File: config.mk
export PLATFORM = sky130hd
export DESIGN_NAME = pipe_ctrl
export DESIGN_NICKNAME = d
export VERILOG_FILES = /design/src/rtl/pipe_ctrl_pkg.sv /design/src/rtl/pipe_ctrl_hazard_detect.sv /design/src/rtl/pipe_ctrl.sv
export SDC_FILE = /design/constraint.sdc
export NUM_CORES = 1
export LEC_CHECK = 0
export ABC_AREA = 1
export BUFFER_PORTS_ARGS = -buffer_cell sky130_fd_sc_hd__clkbuf_2
export CAP_MARGIN = 0
export CORE_UTILIZATION = 53
export DETAILED_ROUTE_END_ITERATION = 8
export PLACE_DENSITY_LB_ADDON = 0.2
export SKIP_CTS_REPAIR_TIMING = 1
export SYNTH_ARGS = -nofsm -noshare
export SYNTH_HDL_FRONTEND = slang
export SYNTH_HIERARCHICAL = 1
export SYNTH_SLANG_ARGS = --single-unit
File: constraint.sdc
create_clock -name clk -period 1.95 [get_ports clk]
set_clock_uncertainty 0.05 [all_clocks]
set_input_delay 0.0975 -clock clk [delete_from_list [all_inputs] [get_ports clk]]
set_output_delay 0.0975 -clock clk [all_outputs]
set_load 0.005 [all_outputs]
File: src/rtl/pipe_ctrl_pkg.sv
// Shared types for the pipeline buffer registers and their sequencing controller.
package Pipe_Buf_Reg_PKG;

   typedef enum logic [1:0] {
      RUN      = 2'd0,
      MEM_WAIT = 2'd1,
      TIMEOUT  = 2'd2
   } pipe_ctrl_state_e;

   // Per-stage load enables and bubble flushes; a set flush bit wins over its enable.
   typedef struct packed {
      logic pc_en;
      logic if_id_en;
      logic id_ex_en;
      logic ex_mem_en;
      logic mem_wb_en;
      logic if_id_flush;
      logic id_ex_flush;
      logic ex_mem_flush;
      logic mem_wb_flush;
   } pipe_ctrl_s;

   localparam pipe_ctrl_s CTRL_NORMAL = 9'b11111_0000;
   localparam pipe_ctrl_s CTRL_RESET  = 9'b00000_1111;
   localparam pipe_ctrl_s CTRL_HALT   = 9'b00000_0000;

endpackage

File: src/rtl/pipe_ctrl_hazard_detect.sv
// Load-use detector: a load in EX whose rd feeds a source actually read by the ID instruction.
module hazard_detect (
   input  logic [4:0] id_rs1,
   input  logic [4:0] id_rs2,
   input  logic       id_uses_rs1,
   input  logic       id_uses_rs2,
   input  logic       ex_memread,
   input  logic [4:0] ex_rd,
   output logic       load_use
);

   // x0 is never a real dependency, so a load targeting it cannot cause a stall.
   assign load_use = ex_memread && (ex_rd != 5'd0) &&
                     ((id_uses_rs1 && (id_rs1 == ex_rd)) ||
                      (id_uses_rs2 && (id_rs2 == ex_rd)));

endmodule

File: src/rtl/pipe_ctrl.sv
// Pipeline sequencing controller: hazard priority mux, memory-wait FSM and statistics.
module pipe_ctrl
   import Pipe_Buf_Reg_PKG::*;
#(
   parameter int MEM_TIMEOUT = 15,
   parameter int CNT_W       = 16
) (
   input  logic             clk,
   input  logic             rst_n,
   input  logic [4:0]       id_rs1,
   input  logic [4:0]       id_rs2,
   input  logic             id_uses_rs1,
   input  logic             id_uses_rs2,
   input  logic             ex_memread,
   input  logic [4:0]       ex_rd,
   input  logic             ex_redirect,
   input  logic             mem_req,
   input  logic             dmem_ready,
   output logic             pc_en,
   output logic             if_id_en,
   output logic             id_ex_en,
   output logic             ex_mem_en,
   output logic             mem_wb_en,
   output logic             if_id_flush,
   output logic             id_ex_flush,
   output logic             ex_mem_flush,
   output logic             mem_wb_flush,
   output logic             mem_timeout_err,
   output logic [CNT_W-1:0] stall_cycles,
   output logic [CNT_W-1:0] flush_events
);

   localparam int WAIT_W = $clog2(MEM_TIMEOUT + 1);
   localparam logic [WAIT_W-1:0] WAIT_MAX = WAIT_W'(MEM_TIMEOUT);

   pipe_ctrl_state_e  state, next_state;
   logic [WAIT_W-1:0] wait_cnt, next_wait_cnt;
   pipe_ctrl_s        ctrl, ctrl_out;
   logic              load_use;
   logic              mem_hold;
   logic              stall_inc;
   logic              flush_inc;

   hazard_detect u_hazard_detect (
      .id_rs1      (id_rs1),
      .id_rs2      (id_rs2),
      .id_uses_rs1 (id_uses_rs1),
      .id_uses_rs2 (id_uses_rs2),
      .ex_memread  (ex_memread),
      .ex_rd       (ex_rd),
      .load_use    (load_use)
   );

   assign mem_hold = mem_req && !dmem_ready;

   // State and wait counter registers; reset forces RUN with an empty wait count.
   always_ff @(posedge clk or negedge rst_n) begin
      if (!rst_n) begin
         state    <= RUN;
         wait_cnt <= '0;
      end else begin
         state    <= next_state;
         wait_cnt <= next_wait_cnt;
      end
   end

   // Priority mux (memory hold > redirect > load-use) and memory-wait transitions.
   always_comb begin
      next_state    = state;
      next_wait_cnt = wait_cnt;
      ctrl          = CTRL_NORMAL;
      stall_inc     = 1'b0;
      flush_inc     = 1'b0;
      case (state)
         RUN, MEM_WAIT: begin
            if (mem_hold) begin
               ctrl.pc_en        = 1'b0;
               ctrl.if_id_en     = 1'b0;
               ctrl.id_ex_en     = 1'b0;
               ctrl.ex_mem_en    = 1'b0;
               ctrl.mem_wb_flush = 1'b1;
               stall_inc         = 1'b1;
            end else if (ex_redirect) begin
               ctrl.if_id_flush  = 1'b1;
               ctrl.id_ex_flush  = 1'b1;
               flush_inc         = 1'b1;
            end else if (load_use) begin
               ctrl.pc_en        = 1'b0;
               ctrl.if_id_en     = 1'b0;
               ctrl.id_ex_flush  = 1'b1;
               stall_inc         = 1'b1;
            end
            if (state == RUN) begin
               if (mem_hold) begin
                  next_state    = MEM_WAIT;
                  next_wait_cnt = WAIT_W'(1);
               end
            end else if (!mem_req || dmem_ready) begin
               next_state    = RUN;
               next_wait_cnt = '0;
            end else if (wait_cnt < WAIT_MAX) begin
               next_wait_cnt = wait_cnt + WAIT_W'(1);
            end else begin
               next_state = TIMEOUT;
            end
         end
         TIMEOUT: begin
            ctrl = CTRL_HALT;
         end
         default: begin
            next_state    = RUN;
            next_wait_cnt = '0;
         end
      endcase
   end

   // Reset overrides everything so every buffer register loads a bubble while rst_n is low.
   always_comb begin
      ctrl_out = rst_n ? ctrl : CTRL_RESET;
   end

   assign pc_en           = ctrl_out.pc_en;
   assign if_id_en        = ctrl_out.if_id_en;
   assign id_ex_en        = ctrl_out.id_ex_en;
   assign ex_mem_en       = ctrl_out.ex_mem_en;
   assign mem_wb_en       = ctrl_out.mem_wb_en;
   assign if_id_flush     = ctrl_out.if_id_flush;
   assign id_ex_flush     = ctrl_out.id_ex_flush;
   assign ex_mem_flush    = ctrl_out.ex_mem_flush;
   assign mem_wb_flush    = ctrl_out.mem_wb_flush;
   assign mem_timeout_err = (state == TIMEOUT);

   // Saturating statistics counters; they stick at all-ones instead of wrapping.
   always_ff @(posedge clk or negedge rst_n) begin
      if (!rst_n) begin
         stall_cycles <= '0;
         flush_events <= '0;
      end else begin
         if (stall_inc && (stall_cycles != '1)) begin
            stall_cycles <= stall_cycles + CNT_W'(1);
         end
         if (flush_inc && (flush_events != '1)) begin
            flush_events <= flush_events + CNT_W'(1);
         end
      end
   end

endmodule

Word-level counts from Yosys, hierarchy flattened
Index checks and enable logic that the tools add are counted.
{"block": "totals", "out_inout_bits": 42, "register_bits": 38, "input_bits": 23, "elab_cells": 63}
{"block": "classes", "eq_ne": 9, "n_mux": 29, "addsub": 3, "bitwise": 1, "n_reduce_logical": 16, "order_cmp": 1}
{"operator": "adder 16 x 1 -> 16 bit (second input constant)", "count": 2}
{"operator": "!= test 16 bit (second input constant)", "count": 2}
{"operator": "two-way mux 2 bit", "count": 10}
{"operator": "two-way mux 4 bit", "count": 4}
{"operator": "case mux 4 bit (2 select lines)", "count": 2}
{"operator": "two-way mux 1 bit", "count": 11}
{"operator": "== test 5 bit", "count": 2}
{"operator": "two-way mux 9 bit", "count": 1}
{"operator": "!= test 4 bit (second input constant)", "count": 2}
{"operator": "logical AND 1 bit", "count": 7}
{"operator": "AND reduction 3 bit", "count": 2}
{"operator": "nonzero test 5 bit", "count": 1}
{"operator": "adder 4 x 1 -> 4 bit (second input constant)", "count": 1}
{"operator": "less-than comparator 4 bit (second input constant)", "count": 1}
{"operator": "case mux 2 bit (2 select lines)", "count": 1}
{"operator": "!= test 3 bit (second input constant)", "count": 1}
{"operator": "== test 2 x 1 -> 1 bit (second input constant)", "count": 1}
{"operator": "== test 2 bit (second input constant)", "count": 1}
{"operator": "logical NOT 1 bit", "count": 2}
{"operator": "logical NOT 2 bit", "count": 1}
{"operator": "logical OR 1 bit", "count": 2}
{"operator": "OR reduction 2 bit", "count": 1}
{"operator": "inverter 1 bit", "count": 1}

Longest topological paths before layout
Gate-level depths: netlist of run 1.
{"block": "depth", "ltp_word": 9, "ltp_mapped": 13}

Cells and area by module
Netlist of run 1, hierarchy kept.
{"mod": "pipe_ctrl", "n_inst": 1, "area_per_inst_um2": 2351.0, "cells_each": 338}
{"mod": "hazard_detect", "n_inst": 1, "area_per_inst_um2": 216.5, "cells_each": 54}

Least setup slack after synthesis of run 1
OpenSTA, ideal clock, no wires.
{"block": "synth_path", "kind": "register -> register", "from": "register stall_cycles[0]", "to": "register stall_cycles[0]", "t_arrival_ns": 1.428, "stages_incl_launch_ff": 10, "setup_slack_ns": 0.356, "setup_time_ns": 0.116, "required_time_ns": 1.784, "path_buffers": 1, "cell_sequence": "dfrtp_1 ha_1 inv_1 nor2_2 nand2_2 o21ai_4 inv_2 buf_6 nand2_1 nand2_1"}
{"block": "synth_between", "elab_chain_cells": 2}
{"item": "start: declaration", "line_no": "pipe_ctrl.sv:29", "source": "output logic [CNT_W-1:0] stall_cycles,"}
{"item": "start signal: assignment", "line_no": "pipe_ctrl.sv:140", "source": "stall_cycles <= stall_cycles + CNT_W'(1);"}
{"item": "branches (longest 2 deep; another with adder 16 x 1 -> 16 bit)"}
Parallel ways; which one is timed is not known.
A chain may end at the register's enable or synchronous reset.

Final worst setup path of run 1
{"block": "layout_path", "from": "register state[1]", "to": "output pc_en"}
{"block": "layout_between", "elab_chain_cells": 4}
{"item": "start: declaration", "line_no": "pipe_ctrl.sv:36", "source": "pipe_ctrl_state_e state, next_state;"}
{"item": "start signal: assignment", "line_no": "pipe_ctrl.sv:62", "source": "state <= next_state;"}
{"item": "== test 2 x 1 -> 1 bit / logical NOT 2 bit (equally long branches)", "line_no": "pipe_ctrl.sv:74", "source": "case (state)"}
{"item": "OR reduction 2 bit", "line_no": "pipe_ctrl.sv:74"}
{"item": "case mux 4 bit (2 select lines) (*)", "line_no": "pipe_ctrl.sv:74"}
{"item": "two-way mux 9 bit (*)", "line_no": "pipe_ctrl.sv:119", "source": "ctrl_out = rst_n ? ctrl : CTRL_RESET;"}
{"item": "end: declaration", "line_no": "pipe_ctrl.sv:19", "source": "output logic pc_en,"}
Mark *: on every way between the ends. The rest lies on a longest branch, timed or not.

==> metrics.cfg, run 1 <==
[clock_tree]
cts.path.max_buffers = 2
numCtsBuffers = 5
clock-sinks = 38
cts_tree = done
root_buffer = clkbuf_8
clk_latency_ns = 0.30
clk_pin_slew_ns = 0.09
h-tree-depth = 2

[synth]
synth_top_area_frac = 0.3704
synth_area_leader_cell = dfrtp_1
synth-seq-cells = 38
synth_area_sq_um = 2567
synth-seq-area-share = 0.3704
synth_cells = 392
synthesis.nets = 418
synth_warnings = 6
ys_types = 24
syn_area_per_cell_sq_um = 6.550
yosys-top-cells-area = dfrtp_1, nand2_1, nor2_1

[drt]
route.detailed.wl_per_inst_microns = 11.32
drtIter0Drc = 127
drtPass1Iterations = 4
drc = 0
postRouteAntennaNets = 0
wl_microns = 5832
vias_per_cell = 4.992
vias = 2571

[power]
vdd_drop_max_v = 0.0003178
total_power_uw = 1720
power_density_nw_per_um2 = 558.0
p_leak_uw = 0.001628

[critical_path]
cp_data_arrival_time_ns = 1.67
crit_chain = inv_1 -> nand2_1 -> nand2_1 -> buf_4 -> nor3_1 -> clkbuf_2
r2r_start = stall_cycles[1]
required_ns = 1.80
setup.worst_path.start = state[1]
crit_type = register to primary output
cp.depth = 6
slowest_stage = dfrtp_1
reg2reg_depth = 7
r2r_end = stall_cycles[6]
start_kind = register
cp.buffers_inverters = 3
path_delay_family = simple AND/OR/NAND/NOR gates
crit_path_max_fanout = 7
crit_path_frequent_cell = nand2_1
crit_path_end_kind = primary output
max_stage_delay_ns = 0.38
r2r_slack_ns = 0.24

[place]
portBuffers = 64
placed_cell_area_sq_um = 2929
place_congestion = 0.8512
place_inst = 506
dp_hpwl_microns = 4299

[die]
core-area_sq_um = 4504
die-height_microns = 71.60
fp.dieArea_sq_um = 5127
initial_core_util = 0.5700
io_pins = 65
die_w_microns = 71.60
row_count = 24

[sta]
min_period_ns = 1.817
slew_headroom = 0.7084
final-setup-viol-count = 0
max_freq_mhz = 550.4
finalMaxSlewViolations = 0
hold_viol = 0
final.period_utilization = 0.9317
final.setup.tns_ns = 0
worstMarginPinSlew_ns = 0.4374
rsz0062_at_grt = false

[layout]
fin_cells = 515
layout.nets = 488
n_fill_cell = 414
fin_area_sq_um = 3083
syn2layout_area_growth_pct = 20.08
final_cell_mix = nand2_1, clkbuf_2, nor2_1
drive_above_1_share = 0.2030
final_common_cell = nand2_1
antenna_cells = 0

[global_routing]
antenna_found_initial = 0
first_global_vias = 2367
track_usage = 0.2550
grt_max_degree = 36
grt_first_pass_wirelength_microns = 10270
overflow = 0

[run_status]
status = finished clean

[hold_path]
hp-class = primary input to async pin

[run]
maxCapViolations = 0

-- registers in the layout, indices dropped and copies added, names as in the netlist --
signal / cells
state: 2
wait_cnt: 4
flush_events: 16
stall_cycles: 16
-- cells by family (layout without fill, tap and decap cells) --
logic type,Yosys count,in the layout,synth area share
XOR/XNOR,15,15,0.05117
buffers and inverters,51,122,0.08674
AND/OR/NAND/NOR,262,262,0.4206
adder cells (fa/ha/maj),3,3,0.01462
AO/OA/AOI/OAI,23,23,0.05653
flip-flops,38,38,0.3704
-- where the power goes --
group	switching (uW)	leakage, uW	internal, uW
logic	52.1	0.00104	36.0
clock network	299	0.0000714	546
registers	0	0.000519	787
total	351	0.00163	1370
-- synth_stat cells (all sizes together) --
library cell,n
a21oi,3
a31o,1
and2b,1
buf,6
dfrtp,38
ha,3
inv,45
nand2,172
nand3,26
nand4,12
nor2,50
nor3,1
o21a,1
o21ai,17
o22ai,1
xnor2,14
xor2,1
-- layout make-up --
type,count,area [sq um],share of cell area
clock buffers,6,82.58,0.02679
clock inverters,2,60.06,0.01948
inverters,45,168.9,0.05479
multi-input cells,303,1394,0.4521
flip-flops and latches,38,952.2,0.3088
well taps,52,65.06,0.02110
repair buffers,69,360.3,0.1169
-- how the worst max path moves through the flow --
stage	end
2_1_floorplan	stall_cycles[0]
3_3_place_gp	stall_cycles[5]
3_5_place_dp	stall_cycles[5]
4_1_cts	pc_en
5_1_grt	pc_en
6_report	pc_en
-- metrics by stage --
| step | hold WS [ns] | setup WS, ns | utilization |
|---|---|---|---|
| floorplan | -0.2481 | 0.3557 | - |
| global placement | -0.1159 | 0.2824 | 0.6503 |
| detailed placement | -0.1133 | 0.2288 | 0.6503 |
| CTS | -0.4418 | 0.1432 | 0.6819 |
| global route | 0.1239 | 0.004876 | 0.6844 |
| finish | 0.09760 | 0.1331 | 0.6844 |
-- per-layer routing --
layer / track usage / wire length [microns]
met1: 0.3083 / 2569
met2: 0.4497 / 2910
met3: 0.05626 / 244
met4: 0.08497 / 106
met5: 0 / 0
(Power assumes the default switching activity.)
==> inputs of run 2 (changes only) <==
REMOVE_ABC_BUFFERS = 1   (was not set)
TNS_END_PERCENT = 1   (was not set)
==> run 2 against run 1 <==
  * First-iteration DRC count increased by 9.4%
  * Sequential cell count did not move
  * Maximum frequency increased by 3.0%
  * Clock power fell by 32%
  * Largest power group is now registers
  * Critical endpoint is now stall_cycles[15]
  * Critical path type is now register to register
==> metrics.cfg, run 2 (synthesis results as in run 1) <==
[drt]
drtPass1Iterations = 4
drtIter0Drc = 139
wl_microns = 5555
vias_per_cell = 5.017
postRouteAntennaNets = 0
vias = 2594
drc = 0
route.detailed.wl_per_inst_microns = 10.74

[clock_tree]
cts.path.max_buffers = 2
clk_pin_slew_ns = 0.08
clock-sinks = 38
cts_tree = done
clk_latency_ns = 0.29
root_buffer = clkbuf_8
h-tree-depth = 2
numCtsBuffers = 5

[sta]
final.period_utilization = 0.9042
worstMarginPinSlew_ns = 0.4148
finalMaxSlewViolations = 0
fin_ws_ns = 0.1868
slew_headroom = 0.7224
max_freq_mhz = 567.1
final.setup.tns_ns = 0
rsz0062_at_grt = false
min_period_ns = 1.763
final-setup-viol-count = 0
hold_viol = 0

[critical_path]
crit_path_frequent_cell = nand2_1
r2r_end = stall_cycles[15]
r2r_start = stall_cycles[0]
required_ns = 2.09
slowest_stage = dfrtp_1
crit_chain = ha_1 -> inv_1 -> nor2_2 -> nand2_2 -> o21ai_4 -> inv_2 -> nand2_1 -> nand2_1
crit_path_end_kind = register
r2r_slack_ns = 0.19
cp_data_arrival_time_ns = 1.90
reg2reg_depth = 8
crit_type = register to register
crit_path_max_fanout = 11
start_kind = register
max_stage_delay_ns = 0.45

[hold_path]
hold_start = dmem_ready
whs_endpoint = wait_cnt[1]
hold_depth = 4
hp-class = primary input to register

[global_routing]
grt_max_degree = 21
antenna_found_initial = 0
track_usage = 0.2479
grt_first_pass_wirelength_microns = 10090
first_global_vias = 2401
overflow = 0

[power]
p_leak_uw = 0.001616
vdd_drop_max_v = 0.0004946
power_density_nw_per_um2 = 477.4

[layout]
final_common_cell = nand2_1
final_cell_mix = nand2_1, clkbuf_2, nor2_1
n_fill_cell = 375
regArea_sq_um = 950.9
syn2layout_area_growth_pct = 18.76
multi_input_area_sq_um = 1394
layout.nets = 490
antenna_cells = 0
biggestRegsByFlops = flush_events (16), stall_cycles (16), wait_cnt (4)
drive_above_1_share = 0.2043

[place]
place_congestion = 0.8994
dp_hpwl_microns = 4296
pre_cts_slack_ns = 0.1704
portBuffers = 64

[die]
core-area_sq_um = 4504
fp.dieArea_sq_um = 5127
initial_core_util = 0.5700
row_count = 24
io_pins = 65
die_w_microns = 71.60
die-height_microns = 71.60

[run_status]
status = finished clean

[run]
maxCapViolations = 0

-- run 2: where the power goes --
group          internal, uW  switching (uW)
registers               787               0
clock network           284             292
logic                  37.3            54.9
-- run 2: per-layer routing --
layer,GRT usage,vias up,routed length [microns]
li1,-,1359,-
met3,0.03516,2,236
met2,0.4350,67,2692
met1,0.3122,1166,2594
met4,0.08715,0,31
met5,0,-,0
-- run 2: layout make-up --
class | count | share of cell area
clock inverter | 2 | 0.004103
timing repair buffer | 71 | 0.1231
multi-input combinational | 303 | 0.4571
tap | 52 | 0.02134
clock buffer | 6 | 0.02708
sequential | 38 | 0.3119
inverter | 45 | 0.05540
-- run 2: how the worst max path moves through the flow --
stage                    start                to  slack [ns]  cells past startpoint
6_report       stall_cycles[0]  stall_cycles[15]        0.19                      8
5_1_grt        stall_cycles[0]  stall_cycles[11]       0.006                      8
4_1_cts        stall_cycles[0]  stall_cycles[15]        0.16                      8
3_5_place_dp   stall_cycles[0]  stall_cycles[15]        0.17                      8
3_3_place_gp   stall_cycles[0]  stall_cycles[15]        0.24                      8
2_1_floorplan  flush_events[0]  flush_events[11]        0.25                      7
-- run 2: critical path: cells and delay by family, from the launching register on --
| kind | cells | cell delay (ns) |
|---|---|---|
| compound gates | 1 | 0.28 |
| fa+ha+maj | 1 | 0.28 |
| buf+inv | 2 | 0.24 |
| flops | 1 | 0.45 |
| simple gates | 4 | 0.36 |
-- run 2: stage by stage --
| stage | utilization | cells | hold slack [ns] | power, uW | area (sq um) |
|---|---|---|---|---|---|
| floorplan | - | 386 | -0.2481 | 837.6 | 2514 |
| global placement | 0.6536 | 508 | -0.08579 | 891.8 | 2944 |
| detailed placement | 0.6536 | 508 | -0.08360 | 894.4 | 2944 |
| CTS | 0.6747 | 516 | -0.4064 | 1467 | 3039 |
| global route | 0.6769 | 517 | 0.1677 | 1510 | 3049 |
| finish | 0.6769 | 517 | 0.1172 | 1456 | 3049 |
